## src/rtl/mem_arbiter.sv

```systemverilog
// Two-port arbiter sharing one BRAM burst port between the I-cache and D-cache.
// Grant is held for a whole transaction; one idle cycle separates transactions.
module mem_arbiter #(
    parameter int DATA_WIDTH = 32,
    parameter int ADDR_WIDTH = 18
) (
    input  logic                  clk,
    input  logic                  rst,

    input  logic [ADDR_WIDTH-1:0] i_mem_addr,
    input  logic                  i_mem_enable,
    input  logic                  i_mem_rw,
    input  logic [DATA_WIDTH-1:0] i_mem_write,
    output logic [DATA_WIDTH-1:0] i_mem_read,
    output logic                  i_mem_read_valid,
    output logic                  i_mem_write_req,
    output logic                  i_mem_last,

    input  logic [ADDR_WIDTH-1:0] d_mem_addr,
    input  logic                  d_mem_enable,
    input  logic                  d_mem_rw,
    input  logic [DATA_WIDTH-1:0] d_mem_write,
    output logic [DATA_WIDTH-1:0] d_mem_read,
    output logic                  d_mem_read_valid,
    output logic                  d_mem_write_req,
    output logic                  d_mem_last,

    output logic [ADDR_WIDTH-1:0] mem_addr,
    output logic                  mem_enable,
    output logic                  mem_rw,
    output logic [DATA_WIDTH-1:0] mem_write,
    input  logic [DATA_WIDTH-1:0] mem_read,
    input  logic                  mem_read_valid,
    input  logic                  mem_write_req_input,
    input  logic                  mem_last,

    output logic                  grant_i,
    output logic                  grant_d
);

    typedef enum logic [1:0] {
        IDLE  = 2'd0,
        OWN_I = 2'd1,
        OWN_D = 2'd2
    } state_e;

    localparam logic OWNER_I = 1'b0;
    localparam logic OWNER_D = 1'b1;

    state_e state_q;
    logic   last_owner_q;

    // Leaving an OWN state always passes through IDLE, which is the release gap.
    always_ff @(posedge clk) begin
        if (rst) begin
            state_q      <= IDLE;
            last_owner_q <= OWNER_I;
        end else begin
            unique case (state_q)
                IDLE: begin
                    if (d_mem_enable && (!i_mem_enable || last_owner_q == OWNER_I))
                        state_q <= OWN_D;
                    else if (i_mem_enable)
                        state_q <= OWN_I;
                end
                OWN_I: begin
                    if (!i_mem_enable) begin
                        state_q      <= IDLE;
                        last_owner_q <= OWNER_I;
                    end
                end
                OWN_D: begin
                    if (!d_mem_enable) begin
                        state_q      <= IDLE;
                        last_owner_q <= OWNER_D;
                    end
                end
                default: state_q <= IDLE;
            endcase
        end
    end

    assign grant_i    = (state_q == OWN_I);
    assign grant_d    = (state_q == OWN_D);
    assign i_mem_read = mem_read;
    assign d_mem_read = mem_read;

    always_comb begin
        mem_addr         = '0;
        mem_enable       = 1'b0;
        mem_rw           = 1'b0;
        mem_write        = '0;
        i_mem_read_valid = 1'b0;
        i_mem_write_req  = 1'b0;
        i_mem_last       = 1'b0;
        d_mem_read_valid = 1'b0;
        d_mem_write_req  = 1'b0;
        d_mem_last       = 1'b0;
        unique case (state_q)
            OWN_I: begin
                mem_addr         = i_mem_addr;
                mem_enable       = i_mem_enable;
                mem_rw           = i_mem_rw;
                mem_write        = i_mem_write;
                i_mem_read_valid = mem_read_valid;
                i_mem_write_req  = mem_write_req_input;
                i_mem_last       = mem_last;
            end
            OWN_D: begin
                mem_addr         = d_mem_addr;
                mem_enable       = d_mem_enable;
                mem_rw           = d_mem_rw;
                mem_write        = d_mem_write;
                d_mem_read_valid = mem_read_valid;
                d_mem_write_req  = mem_write_req_input;
                d_mem_last       = mem_last;
            end
            default: ;
        endcase
    end

endmodule

```

## config.mk

```make
export PLATFORM = sky130hd
export DESIGN_NAME = mem_arbiter
export DESIGN_NICKNAME = d
export VERILOG_FILES = /design/src/rtl/mem_arbiter.sv
export SDC_FILE = /design/constraint.sdc
export NUM_CORES = 1
export LEC_CHECK = 0
export BUFFER_PORTS_ARGS = -buffer_cell sky130_fd_sc_hd__clkbuf_2
export CAP_MARGIN = 15
export CORE_AREA = 2 2 103 105
export DETAILED_ROUTE_END_ITERATION = 8
export DIE_AREA = 0 0 105 107
export GPL_TIMING_DRIVEN = 0
export PLACE_DENSITY_LB_ADDON = 0.05
export SYNTH_ARGS = -nofsm -noshare
export SYNTH_HDL_FRONTEND = slang
export SYNTH_SLANG_ARGS = --single-unit
```

## constraint.sdc

```tcl
create_clock -name clk -period 2.55 [get_ports clk]
set_input_delay 0.255 -clock clk [delete_from_list [all_inputs] [get_ports clk]]
set_output_delay 0.255 -clock clk [all_outputs]
set_load 0.01 [all_outputs]
```

# Word level (Yosys, flattened, before mapping)

Index checks and enable logic that the tools add are counted.

Logic and storage cells: 33
Register bits: 3
Bits of input ports: 141
Output and inout port bits: 124

Bitwise operators: 1
Multiplexer cells: 18
Reductions and logical operators: 7
Equal/unequal tests: 5

Operator list:

| kind                                                                   | count |
|---|---|
| 32-bit one-hot mux with 2 select lines                                 | 1 |
| 18-bit one-hot mux with 2 select lines                                 | 1 |
| 1-bit two-way mux                                                      | 8 |
| 2-bit two-way mux                                                      | 4 |
| 1-bit one-hot mux with 2 select lines                                  | 3 |
| 2-bit one-hot mux with 3 select lines                                  | 1 |
| 3-bit AND reduction                                                    | 2 |
| 2-bit != test (second input constant)                                  | 2 |
| 3-bit != test (second input constant)                                  | 1 |
| 2-bit by 1-bit equality test with 1-bit output (second input constant) | 1 |
| 2-bit equality test (second input constant)                            | 1 |
| 2-bit zero test                                                        | 1 |
| 2-bit nonzero test                                                     | 1 |
| 1-bit logical AND                                                      | 1 |
| 1-bit zero test                                                        | 1 |
| 1-bit logical OR                                                       | 1 |
| 1-bit NOT                                                              | 1 |

# Longest topological paths before layout

Gate-level depths: netlist of run 1.

Word-level depth: 5
Gate-level depth with buffers: 6
Depth with buffers taken out: 5

# Least setup slack after synthesis of run 1

No wires, ideal clock.

Path kind: register to output
From: register state_q[0]
To: output port mem_addr[13]
Required time: 2.295 ns
Buffers on the path: 2
Cell stages (with the launch flop): 7
Data arrival time: 1.224 ns
Slack: 1.071 ns
Cell sequence: dfxtp_1 -> inv_1 -> ha_1 -> buf_4 -> buf_2 -> a22oi_1 -> nor2b_1

Word-level cells in the longest chain between the ends: 2
Elaborated cells on any way between the ends: 3
Those cells by class: eq/ne (2); mux (1)

RTL lines:

| what                                   | RTL line | text |
|---|---|---|
| start, declared                        | 50       | `state_e state_q;` |
| start signal, assigned                 | 56       | `state_q <= IDLE;` |
| start signal, assigned                 | 62       | `state_q <= OWN_D;` |
| start signal, assigned                 | 64       | `state_q <= OWN_I;` |
| 2-bit equality test                    | -        |  |
| net grant_d                            | 38       | `output logic grant_d` |
| 18-bit one-hot mux with 2 select lines | 99       | `unique case (state_q)` |
| end, declared                          | 28       | `output logic [ADDR_WIDTH-1:0] mem_addr,` |

The timed path passes the listed nets, and every way through them passes these cells.

# Worst setup path after layout of run 1

From: register state_q[0]
To: output port mem_write[0]

Word-level cells in the longest chain between the ends: 2
Elaborated cells on any way between the ends: 3
Those cells by class: eq/ne (2); mux (1)

RTL lines:

| what                                                                                         | RTL line | text |
|---|---|---|
| 2-bit equality test / 2-bit by 1-bit equality test with 1-bit output (equally long branches) | 99       |  |
| 32-bit one-hot mux with 2 select lines (*)                                                   | 99       |  |
| end, declared                                                                                | 31       | `output logic [DATA_WIDTH-1:0] mem_write,` |

Mark *: on every way between the ends. The rest lies on a longest branch, timed or not.

==> results of run 1 <==
## synth_stat cells (2+ instances only)
cell type   n
nand2_1     2
and2_2      4
and2_1      3
a22oi_1    51
ha_1        5
a21oi_1     4
buf_4      67
dfxtp_1     3
o21ai_0     3
clkbuf_1    5
nor2b_1    51
buf_2       9
inv_1       3
## sequential cells by signal, summed over array words and instances, names as in the netlist
name,count
last_owner_q,1
state_q,2
## how the worst min path moves through the flow
stage               from                        end  slack, ps  depth (start not counted)
global route         rst    state_q[1]$_SDFFE_PP0P_        240                          2
detailed placement   rst  last_owner_q$_SDFFE_PP0P_        460                          2
global placement     rst  last_owner_q$_SDFFE_PP0P_        460                          2
floorplan            rst  last_owner_q$_SDFFE_PP0P_        320                          1
finish               rst  last_owner_q$_SDFFE_PP0P_        230                          2
CTS                  rst  last_owner_q$_SDFFE_PP0P_        230                          2
## stage by stage
step / std cells / worst slack, ps / util [%]
2_1_floorplan: 216 / 1070 / -
3_3_place_gp: 584 / 669 / 28.5
3_5_place_dp: 584 / 632 / 28.5
4_1_cts: 588 / 380 / 29.0
5_1_grt: 588 / 243 / 29.0
6_report: 588 / 472 / 29.0
## per-layer routing
| layer | track usage, % | vias up | share of wire, % |
|---|---|---|---|
| li1 | - | 1156 | - |
| met1 | 12.5 | 988 | 37 |
| met2 | 22.4 | 139 | 54 |
| met3 | 2.13 | 4 | 9.1 |
| met4 | 1.52 | 0 | 0.48 |
| met5 | 0 | - | 0 |
## kinds of logic after synthesis
kind of cell,count (synthesis),share of synthesized area [%]
AOI/OAI and AO/OA,62,29.6
adders and majority gates,5,4.04
DFF,3,3.88
buffers and inverters,84,37.3
and+or+nand+nor,62,25.1
## critical path, stage by stage (launching register included)
cell and delay [ps]:
dfxtp_1 370, inv_1 100, ha_1 430, clkbuf_1 350
nor2b_1 210, clkbuf_2 150
## area by class of cell
type | instances | area [um^2] | area share, %
Timing Repair Buffer | 232 | 1160 | 39.7
Multi-Input combinational cell | 129 | 911 | 31.1
Buffer | 81 | 567 | 19.4
Tap cell | 136 | 170 | 5.82
Sequential cell | 3 | 60.1 | 2.05
Clock buffer | 4 | 45.0 | 1.54
Inverter | 3 | 11.3 | 0.385
## power breakdown
group / internal [mW] / leakage (nW) / switching, mW / total [mW]
logic: 0.301 / 1.57 / 0.257 / 0.557
registers: 0.0515 / 0.0246 / 0.00426 / 0.0558
clock network: 0.107 / 0.0228 / 0.0307 / 0.137
total: 0.459 / 1.62 / 0.292 / 0.750
==> impl_metrics.env, run 1 <==
export IMPL_status="completed"
export IMPL_grt_pass1_vias=2160
export IMPL_fmax_mhz=481
export IMPL_critPathKind="register to output port"
export IMPL_worstPathArrival_ps=1820
export IMPL_netlist_area_leader_share_pct=32.5
export IMPL_reg2reg_from="state_q[0]$_SDFFE_PP0P_"
export IMPL_yosysWarnings=0
export IMPL_startpoint_type="register"
export IMPL_yosysSeqAreaShare_pct=3.88
export IMPL_gp_congestion=0.712
export IMPL_fin_total_pwr_uw=750
export IMPL_hp_class="primary input to register"
export IMPL_post_route_cells_drive_above_1_share_pct=70.4
export IMPL_maxCapViolations=0
export IMPL_rrSetupSlack_ps=1120
export IMPL_place_area_um2=2880
export IMPL_drcViolationCount=0
export IMPL_setup_violations=0
export IMPL_hold_viol=0
export IMPL_drt_pass1_iterations=4
export IMPL_rsz0062_at_grt="no"
export IMPL_synth_area_leaders="buf_4 32%, a22oi_1 25%, nor2b_1 21%"
export IMPL_fin_setup_tns_ps=0
export IMPL_cts_root_buf="clkbuf_8"
export IMPL_synthArstFlopShare_pct=0
export IMPL_stdcell_area_um2=2930
export IMPL_synth_fp_nets=362
export IMPL_die_area_um2=11200
export IMPL_cts_tree="done"
export IMPL_r2r_end="state_q[0]$_SDFFE_PP0P_"
export IMPL_crit_start="state_q[0]$_SDFFE_PP0P_"
export IMPL_coreArea_um2=10100
export IMPL_synth_edff_count=0
export IMPL_synth_seq_cells=3
export IMPL_hold_ws_ps=233
export IMPL_tightest_slew_ps=377
export IMPL_nets=599
export IMPL_routed_via_density=3.89
export IMPL_period_minus_slack_ps=2080
export IMPL_wl_per_cell_um=12.0
export IMPL_crit_required_ps=2300
export IMPL_area_growth_pct=88.9
export IMPL_max_slew_margin_rel_pct=74.8
export IMPL_clock_path_buffers=2
export IMPL_cts_resized=0
export IMPL_die_h_um=107
export IMPL_post_route_period_util_pct=81.5
export IMPL_grt_pass1_wl_um=10500
export IMPL_totalWireLength_um=7080
export IMPL_synth_area_leader_cell="buf_4"
export IMPL_dp_hpwl_um=6130
export IMPL_synth_area_per_cell_um2=7.17
export IMPL_power_density_nw_per_um2=256
export IMPL_slew_viol_final=0
export IMPL_fillCellCount=1202
export IMPL_cp_end_kind="output port"
export IMPL_port_buffers=232
export IMPL_final_cell_mix="232 x clkbuf_2, 67 x buf_4, 51 x a22oi_1, 51 x nor2b_1, 9 x buf_2"
export IMPL_ant_nets=0
export IMPL_synthCells=216
export IMPL_antenna_found_initial=0
export IMPL_ir_drop_uv=186
export IMPL_overflow=0
export IMPL_p_leak_nw=1.62
export IMPL_grt_max_degree=11
export IMPL_cts_max_level=1
export IMPL_track_usage_pct=11.2
export IMPL_clock_sinks=3
export IMPL_synth_flop_cell="dfxtp_1"
export IMPL_netlist_cell_type_count=19
export IMPL_rows=37
export IMPL_endpoint="mem_write[0]"
export IMPL_holdBufCountCts=0
export IMPL_start_util_pct=15.3
export IMPL_final_common_cell="clkbuf_2"
export IMPL_fp_dieW_um=105
export IMPL_drt_iter0_markers=54
export IMPL_postCtsSetupBuffers=0
export IMPL_worstPathMaxFanout=10
export IMPL_cts_buffers=3
export IMPL_n_antenna_cell=0
export IMPL_ff2ff_path_depth=5
export IMPL_clkLatencyLatePin_ps=210
export IMPL_vias=2287
export IMPL_finClkSkew_ps=2.39
export IMPL_syn_area_um2=1550
export IMPL_clk_pin_slew_ps=30
export IMPL_num_io_pins=265
(Power assumes the default switching activity.)
==> inputs of run 2 (changes only) <==
--- a/config.mk
+++ b/config.mk
@@ -5,11 +5,12 @@
 export SDC_FILE = /design/constraint.sdc
 export NUM_CORES = 1
 export LEC_CHECK = 0
+export ABC_AREA = 1
 export BUFFER_PORTS_ARGS = -buffer_cell sky130_fd_sc_hd__clkbuf_2
 export CAP_MARGIN = 15
-export CORE_AREA = 2 2 103 105
+export CORE_AREA = 2 2 102 104
 export DETAILED_ROUTE_END_ITERATION = 8
-export DIE_AREA = 0 0 105 107
+export DIE_AREA = 0 0 104 106
 export GPL_TIMING_DRIVEN = 0
 export PLACE_DENSITY_LB_ADDON = 0.05
 export SYNTH_ARGS = -nofsm -noshare
==> constraint.sdc (replaced) <==
create_clock -name clk -period 1.9 [get_ports clk]
set_input_delay 0.19 -clock clk [delete_from_list [all_inputs] [get_ports clk]]
set_output_delay 0.19 -clock clk [all_outputs]
set_load 0.01 [all_outputs]
==> impl_metrics.env, run 2 <==
export IMPL_hold_ws_ps=161
export IMPL_cts_buffers=3
export IMPL_yosysSeqAreaShare_pct=3.36
export IMPL_place_area_um2=3120
export IMPL_crit_start="state_q[0]$_SDFFE_PP0P_"
export IMPL_post_route_period_util_pct=93.5
export IMPL_nets=665
export IMPL_synthArstFlopShare_pct=0
export IMPL_cts_max_level=1
export IMPL_worstPathMaxFanout=10
export IMPL_clkLatencyLatePin_ps=220
export IMPL_syn_area_um2=1790
export IMPL_synth_fa_ha_area_share_pct=3.50
export IMPL_synth_fp_nets=428
export IMPL_grt_pass1_wl_um=10800
export IMPL_status="completed"
export IMPL_largest_reg_flops=2
export IMPL_synthTopCellsByCount="99 x nand2_1, 66 x buf_4, 46 x a21oi_2"
export IMPL_vias=2493
export IMPL_maxCapViolations=0
export IMPL_synth_area_leader_cell="buf_4"
export IMPL_tightest_slew_ps=190
export IMPL_startpoint_type="register"
export IMPL_netlist_area_leader_share_pct=27.7
export IMPL_synth_seq_cells=3
export IMPL_synth_mux_area_share_pct=0
export IMPL_yosysMostFrequentCell="nand2_1"
export IMPL_synth_area_per_cell_um2=6.34
export IMPL_final_common_cell="clkbuf_2"
export IMPL_hold_viol=0
export IMPL_overflow=0
export IMPL_cts_root_buf="clkbuf_8"
export IMPL_synth_compound_area_share_pct=25.1
export IMPL_clock_sinks=3
export IMPL_cts_tree="done"
export IMPL_grt_max_degree=11
export IMPL_port_buffers=232
export IMPL_dp_hpwl_um=6200
export IMPL_routed_via_density=3.81
export IMPL_synth_top_family_by_area="buffers and inverters"
export IMPL_cp_end_kind="output port"
export IMPL_grt_pass1_vias=2254
export IMPL_top_regs="state_q (2), last_owner_q (1)"
export IMPL_ant_nets=0
export IMPL_netlist_cell_type_count=16
export IMPL_post_route_cells_drive_above_1_share_pct=73.9
export IMPL_gp_congestion=0.756
export IMPL_synth_edff_count=0
export IMPL_num_io_pins=265
export IMPL_fmax_mhz=563
export IMPL_regMostFlops="state_q"
export IMPL_area_growth_pct=78.2
export IMPL_drcViolationCount=0
export IMPL_fin_setup_tns_ps=0
export IMPL_synth_simple_gate_area_share_pct=29.4
export IMPL_die_area_um2=11000
export IMPL_synthXorXnorAreaFrac_pct=0
export IMPL_worstPathArrival_ps=1590
export IMPL_stdcell_area_um2=3190
export IMPL_slew_viol_final=0
export IMPL_rsz0062_at_grt="yes"
export IMPL_ff2ff_path_depth=8
export IMPL_finClkSkew_ps=3.64
export IMPL_totalWireLength_um=7130
export IMPL_period_minus_slack_ps=1780
export IMPL_antenna_found_initial=0
export IMPL_synth_flop_cell="dfxtp_1"
export IMPL_power_density_nw_per_um2=677
export IMPL_setup_violations=0
export IMPL_start_util_pct=17.9
export IMPL_wl_per_cell_um=10.9
export IMPL_hp_class="primary input to register"
export IMPL_clock_path_buffers=2
export IMPL_holdBufCountCts=0
export IMPL_reg2reg_from="state_q[0]$_SDFFE_PP0P_"
export IMPL_rows=37
export IMPL_ir_drop_uv=264
export IMPL_max_slew_margin_rel_pct=87.3
export IMPL_coreArea_um2=10000
export IMPL_r2r_end="state_q[0]$_SDFFE_PP0P_"
export IMPL_crit_required_ps=1710
export IMPL_n_antenna_cell=0
export IMPL_drt_pass1_iterations=4
export IMPL_endpoint="mem_enable"
export IMPL_yosysWarnings=0
export IMPL_critPathKind="register to output port"
export IMPL_synth_area_leaders="buf_4 28%, a21oi_2 23%, nand2_1 21%"
export IMPL_die_h_um=106
export IMPL_track_usage_pct=11.7
export IMPL_final_cell_mix="232 x clkbuf_2, 99 x nand2_1, 72 x buf_4, 46 x a21oi_2, 19 x nand2_2"
export IMPL_rrSetupSlack_ps=630
export IMPL_clk_pin_slew_ps=30
export IMPL_drt_iter0_markers=53
export IMPL_p_leak_nw=1.77
export IMPL_fp_dieW_um=104
export IMPL_synthCells=282
-- run 2: cell count changes in the layout (fill, tap and decap cells not counted), sizes merged, moves of 4 or more --
cell,change
inv,+9
a21oi,+51
nor2b,-51
a22oi,-52
nand2,+116
and2,-7
nor2,+4
-- run 2: worst min path at each step --
stage	from	end	slack, ps	cells after the start
3_3_place_gp	rst	last_owner_q$_SDFFE_PP0P_	380	2
2_1_floorplan	rst	last_owner_q$_SDFFE_PP0P_	270	1
4_1_cts	rst	last_owner_q$_SDFFE_PP0P_	150	2
6_report	rst	last_owner_q$_SDFFE_PP0P_	160	2
5_1_grt	rst	last_owner_q$_SDFFE_PP0P_	180	2
3_5_place_dp	rst	last_owner_q$_SDFFE_PP0P_	390	2
-- run 2: logic make-up (layout without fill, tap and decap cells) --
group	Yosys count	count (layout)
fa+ha+maj	5	5
flops	3	3
buf+inv	93	329
compound gates	55	55
simple gates	126	126
-- run 2: what timing repair did --
action,in CTS,in global routing
buffers inserted,0,0
setup endpoints to repair,3,35
resized for setup,3,9
-- run 2: final cells by class --
cell class	instances	area [um^2]
timing repair buffer	232	1160
multi-input combinational	186	1040
inverter	12	45.0
fill	1134	6810
clock buffer	4	45.0
tap	136	170
sequential	3	60.1
buffer	81	669
-- run 2: worst max-delay path, cell delays in order (launching register included) --
cell	delay [ps]
dfxtp_1	380
inv_1	100
ha_1	310
inv_2	140
buf_4	240
nor2_1	70
clkbuf_2	130
-- run 2: through the flow --
step           cells  utilization [%]  setup slack [ps]  power, mW
2_1_floorplan    282                -               510       1.33
3_3_place_gp     650             31.2               224       1.97
3_5_place_dp     650             31.2               197       1.98
4_1_cts          654             31.7              2.87       2.20
5_1_grt          654             31.9             0.835       2.37
6_report         654             31.9               124       2.16
-- run 2: power breakdown --
group / internal [mW] / switching, mW / leakage (nW)
logic: 0.783 / 1.09 / 1.72
registers: 0.0779 / 0.0160 / 0.0247
clock network: 0.143 / 0.0441 / 0.0228
-- run 2: per-layer routing --
metal,vias to the layer above,track usage (%),share of wire (%)
li1,1290,-,-
met1,1074,12.9,36
met2,127,23.7,56
met3,2,2.76,8.7
met4,0,0.579,0.028
met5,-,0,0
